### config.mk
export PLATFORM = sky130hd
export DESIGN_NAME = banked_register_file
export DESIGN_NICKNAME = d
export VERILOG_FILES = /design/src/rtl/banked_register_file.sv
export SDC_FILE = /design/constraint.sdc
export NUM_CORES = 2
export LEC_CHECK = 0
export CORE_MARGIN = 2
export CORE_UTILIZATION = 59
export CTS_CLUSTER_SIZE = 20
export DETAILED_ROUTE_END_ITERATION = 8
export PLACE_DENSITY = 0.76
export SLEW_MARGIN = 10
export SYNTH_ARGS = -nofsm -noshare
export SYNTH_HDL_FRONTEND = slang
export SYNTH_SLANG_ARGS = --single-unit
export TNS_END_PERCENT = 30
### constraint.sdc
create_clock -name clk -period 4.5 [get_ports clk]
set_input_delay 0.45 -clock clk [delete_from_list [all_inputs] [get_ports clk]]
set_output_delay 0.45 -clock clk [all_outputs]
set_load 0.01 [all_outputs]
### src/rtl/banked_register_file.sv
// banked_register_file
// Two-bank (integer / float) register file with NUM_RD registered read
// ports and one write port. After reset a clear sequencer zeroes both banks,
// one address per cycle, before ready is raised.
// Integer register 0 reads as zero and ignores writes; float register 0 is
// an ordinary register.
//
// Build option: define REGFILE_BYPASS_EN to forward a same-edge write to any
// read port addressing the same bank/register. Without it, that read returns
// the value held before the write.
//
// state | meaning
// ------+-----------------------------------------------------------------
// CLEAR | zeroing int/flt entry clearIdx each cycle; writes dropped, reads 0
// RUN   | normal operation; ready high

module banked_register_file #(
  parameter int DATA_W = 32,
  parameter int DEPTH  = 32,
  parameter int ADDR_W = $clog2(DEPTH),
  parameter int NUM_RD = 2
) (
  input  logic                       clk,
  input  logic                       rst_n,
  input  logic [NUM_RD*ADDR_W-1:0]   rd_addr,
  input  logic [NUM_RD-1:0]          rd_float,
  output logic [NUM_RD*DATA_W-1:0]   rd_data,
  input  logic                       wr_en,
  input  logic                       wr_float,
  input  logic [ADDR_W-1:0]          wr_addr,
  input  logic [DATA_W-1:0]          wr_data,
  output logic                       ready
);

  typedef enum logic {
    CLEAR = 1'b0,
    RUN   = 1'b1
  } fileState_e;

  fileState_e        state;
  fileState_e        stateNext;
  logic [ADDR_W-1:0] clearIdx;
  logic [ADDR_W-1:0] clearIdxNext;
  logic              lastClear;
  logic              readyReg;

  logic [DATA_W-1:0] intBank [DEPTH];
  logic [DATA_W-1:0] fltBank [DEPTH];

  logic              running;
  logic              intWr;
  logic              fltWr;

  logic [ADDR_W-1:0] portAddr [NUM_RD];
  logic              portFlt  [NUM_RD];
  logic [DATA_W-1:0] rdNext   [NUM_RD];
  logic [DATA_W-1:0] rdReg    [NUM_RD];

  assign running = (state == RUN);

  // Integer writes to address 0 are discarded so that entry never changes.
  assign intWr = running && wr_en && !wr_float && (wr_addr != '0);
  assign fltWr = running && wr_en &&  wr_float;

  // State register and clear index; reset restarts the clear from index 0.
  always_ff @(posedge clk) begin
    if (!rst_n) begin
      state    <= CLEAR;
      clearIdx <= '0;
    end else begin
      state    <= stateNext;
      clearIdx <= clearIdxNext;
    end
  end

  // Next-state logic: walk clearIdx through every address, then go to RUN.
  always_comb begin
    stateNext    = state;
    clearIdxNext = clearIdx;
    lastClear    = 1'b0;
    case (state)
      CLEAR: begin
        lastClear    = (clearIdx == ADDR_W'(DEPTH - 1));
        clearIdxNext = clearIdx + 1'b1;
        if (lastClear) begin
          stateNext = RUN;
        end
      end
      RUN: begin
        stateNext = RUN;
      end
      default: begin
        stateNext = CLEAR;
      end
    endcase
  end

  // ready rises on the same edge that writes the last clear address.
  always_ff @(posedge clk) begin
    if (!rst_n) begin
      readyReg <= 1'b0;
    end else if (lastClear) begin
      readyReg <= 1'b1;
    end
  end

  assign ready = readyReg;

  // Bank storage: clear writes in CLEAR, port writes in RUN, nothing in reset.
  always_ff @(posedge clk) begin
    if (rst_n) begin
      if (!running) begin
        intBank[clearIdx] <= '0;
        fltBank[clearIdx] <= '0;
      end else begin
        if (intWr) begin
          intBank[wr_addr] <= wr_data;
        end
        if (fltWr) begin
          fltBank[wr_addr] <= wr_data;
        end
      end
    end
  end

  // Unpack per-port address and bank select.
  always_comb begin
    for (int k = 0; k < NUM_RD; k++) begin
      portAddr[k] = rd_addr[k*ADDR_W +: ADDR_W];
      portFlt[k]  = rd_float[k];
    end
  end

  // Per-port read value, with optional same-edge forwarding from the write port.
  always_comb begin
    for (int k = 0; k < NUM_RD; k++) begin
      rdNext[k] = '0;
      if (portFlt[k]) begin
        rdNext[k] = fltBank[portAddr[k]];
      end else if (portAddr[k] != '0) begin
        rdNext[k] = intBank[portAddr[k]];
      end
`ifdef REGFILE_BYPASS_EN
      // intWr/fltWr already exclude CLEAR and integer register 0.
      if ((portFlt[k] ? fltWr : intWr) && (portAddr[k] == wr_addr)) begin
        rdNext[k] = wr_data;
      end
`endif
    end
  end

  // Read data registers; held at zero until the clear has finished.
  always_ff @(posedge clk) begin
    for (int k = 0; k < NUM_RD; k++) begin
      if (!rst_n || !running) begin
        rdReg[k] <= '0;
      end else begin
        rdReg[k] <= rdNext[k];
      end
    end
  end

  for (genvar g = 0; g < NUM_RD; g++) begin : gRdOut
    assign rd_data[g*DATA_W +: DATA_W] = rdReg[g];
  end

endmodule

==> impl_metrics.toml <==
[sta]
slew_viol_final = 0
tightest_slew_ns = 1.29
min_period_over_period_pct = 78.6
fmax_ghz = 0.283
setup_slack_ns = 0.965
period_needed_ns = 3.53
skew_ns = 0.0476
setup_viol = 0
final_hold_viol_count = 0
setup_tns_ns = 0
slew_headroom_pct = 14.2
rsz0062_at_grt = "false"

[synth]
synth_area_leader_cell = "edfxtp_1"
yosys-top-cells-area = "edfxtp_1 (63%), mux4_2 (22%), mux2i_1 (3.4%)"
synth_edf_count = 2048
syn_area_per_cell_um2 = 19.4
ys_ff_latch = 2119
async_reset_ff_share_pct = 0
synth_nets = 5085
synthTopCellsByCount = "edfxtp_1 (2,048), mux4_2 (934), mux2i_1 (330), clkbuf_1 (178), nand2_1 (172)"
yosysMostFrequentCell = "edfxtp_1"
ys_seq_area_share_pct = 64.5
synth_cell_types = 67
synth_area_um2 = 97500
yosysWarnings = 0
syn_inst = 5030
ys_dominant_reg_cell = "edfxtp_1"
synth_top_area_share_pct = 63.1

[layout]
syn2layout_area_growth_pct = 12.6
fillers = 10331
drive_gt1_share_pct = 31.9
fin_nets = 5277
multi_input_area_um2 = 33000
final-seq-area_um2 = 62900

[place]
numPortBuffers = 117
place.detailed.hpwl_um = 179000
place_congestion = 0.893
preCtsSetupSlack_ns = 0.524

[setup_path]
path_buf_inv = 2
crit_top_cell = "buf_4"
rr_startpoint = "running$_SDFF_PN0_"
arrival_ns = 4.01
startpoint_type = "flop"
critPathRequiredTime_ns = 4.98
worstPathMaxFanout = 25
worstSetupPathType = "reg -> reg"
cp_cell_sequence = "buf_4 > and4_2 > mux2i_1 > nand2_1 > nor2_4 > buf_4"
end_kind = "flop"
critical-path-max-stage-delay_ns = 0.61
crit_path_start = "running$_SDFF_PN0_"
critPathTopFamily = "simple AND/OR/NAND/NOR gates"
cpMaxStageDelayCell = "and4_2"

[status]
status = "complete, no violations"

[clock_tree]
clockBufferDepth = 3
cts_tree = "yes"
clock-root-buffer = "clkbuf_16"
worstSkewPairLatency_ns = 0.87
post_cts_resized = 0
cts_hold_buf = 0
cts_made_buffers = 209
cts.sinks = 2119
htreeDepth = 4
cts_setup_buffers = 0
clkTransAtPathRegs_ns = 0.06

[global_route]
grt_pass1_vias = 58456
grt_pass1_wl_um = 422000
grt_usage_pct = 35.7
grt.overflow.total = 0
antenna_found_initial = 6
grt_max_degree = 76

[die]
core.rowCount = 149
die_w_um = 411
die_area_um2 = 169000
die_h_um = 411
core_um2 = 165000
start_util_pct = 59.3
io_pins = 118

[hold_path]
worstHoldStart = "rd_addr[3]"
hp-class = "in -> reg"

[pwr]
cellPowerDensity_nw_per_um2 = 382
leakage_nw = 33.1
ir_drop_v = 0.000357

[routing]
dr.pass1.iters = 8
route.vias.total = 57698
drt.antenna.violating_nets = 0
drc = 0
initialDrtViolationCount = 9099
wl_per_cell_um = 39.2
routed_wl_um = 298000
vias_per_cell = 7.60

[job]
cap_violations = 0
[path summary, 6_finish.rpt]
check / slack (ns) / endpoint / cells past startpoint
worst min-delay path: 0.39 / rdReg[0][27]$_SDFF_PP0_ / 5
worst min register to register: 0.48 / ready$_SDFFE_PN0P_ / 1
worst max register to register: 0.97 / fltBank[19][11]$_DFFE_PP_ / 6
worst max-delay path: 0.97 / fltBank[19][11]$_DFFE_PP_ / 6
[final cells by class]
| type | instances | area share (%) |
|---|---|---|
| Timing Repair Buffer | 381 | 3.72 |
| Clock inverter | 125 | 1.28 |
| Sequential cell | 2119 | 57.3 |
| Multi-Input combinational cell | 2503 | 30.1 |
| Clock buffer | 260 | 5.08 |
| Antenna cell | 8 | 0.0182 |
| Tap cell | 2189 | 2.49 |
| Inverter | 8 | 0.0410 |
[metrics by stage]
| stage | hold slack, ns | std cells | instance area [µm²] | utilization (%) | power [mW] |
|---|---|---|---|---|---|
| after global placement | 0.478 | 7200 | 103000 | 62.5 | 24.3 |
| after floorplan | 0.509 | 5030 | 97500 | - | 23.5 |
| after global routing | 0.387 | 7588 | 110000 | 66.7 | 42.7 |
| after CTS | 0.332 | 7585 | 110000 | 66.7 | 41.9 |
| after detailed placement | 0.460 | 7200 | 103000 | 62.5 | 24.4 |
| final | 0.394 | 7593 | 110000 | 66.7 | 41.9 |
[cells in the final DEF (no fill, tap or decap), drive strengths merged, types with 6 or more instances in the layout]
| cell | Yosys | routed |
|---|---|---|
| and2 | 70 | 70 |
| inv | 7 | 16 |
| nand3 | 43 | 43 |
| clkbuf | 178 | 260 |
| bufinv | 0 | 25 |
| clkdlybuf4s50 | 0 | 108 |
| a221oi | 51 | 51 |
| mux2i | 330 | 330 |
| or3 | 29 | 29 |
| nor2b | 24 | 24 |
| diode | 0 | 8 |
| o31a | 6 | 6 |
| dfxtp | 71 | 71 |
| clkinvlp | 0 | 9 |
| o211ai | 16 | 16 |
| nor3 | 6 | 6 |
| o21a | 8 | 8 |
| o22ai | 47 | 47 |
| clkinv | 1 | 83 |
| a21o | 9 | 9 |
| a221o | 7 | 7 |
| nand2b | 38 | 38 |
| nand4 | 25 | 25 |
| o31ai | 13 | 13 |
| nand2 | 172 | 172 |
| mux4 | 934 | 934 |
| a22oi | 43 | 43 |
| buf | 222 | 273 |
| a21oi | 107 | 107 |
| nor2 | 114 | 114 |
| o21ai | 70 | 70 |
| mux2 | 113 | 113 |
| a211o | 15 | 15 |
| edfxtp | 2048 | 2048 |
| a31oi | 6 | 6 |
| o221ai | 132 | 132 |
| a211oi | 13 | 13 |
[metal layers]
layer	wire [µm]	share of wire [%]	track usage, %
met1	101000	34	48.3
met2	135000	45	52.8
met3	40300	14	8.88
met4	21600	7.2	22.1
met5	12	0.0040	0
[worst reg2reg max path: cells and delay by family (launching register included)]
kind | cells | cell delay [ns]
buffers and inverters | 2 | 0.88
AND/OR/NAND/NOR | 3 | 1.40
multiplexers | 1 | 0.54
flip-flops | 1 | 0.33
[kinds of logic (layout without fill, tap and decap cells)]
group                      after synthesis  after routing  share of synthesized area, %
DFF                                   2119           2119                          64.5
xor gates and xnor gates                 2              2                        0.0180
and+or+nand+nor                        544            544                          2.72
other                                    0              8                             0
muxes                                 1377           1377                          26.3
adders and majority gates                2              2                        0.0257
AOI/OAI and AO/OA                      578            578                          4.26
buffers and inverters                  408            774                          2.21
[power breakdown]
part           internal [mW]  leakage (nW)  switching [mW]
sequential              21.4          17.8          0.0568
clock                   10.2          3.40            7.65
combinational          0.997          11.9            1.53
total                   32.7          33.1            9.24
[flip-flops by register name, summed over array words and instances (netlist names)]
signal	cells
fltBank	1024
intBank	1024
rdReg	64
clearIdx	5
ready	1
running	1
Power figures use the tool's default switching activity.
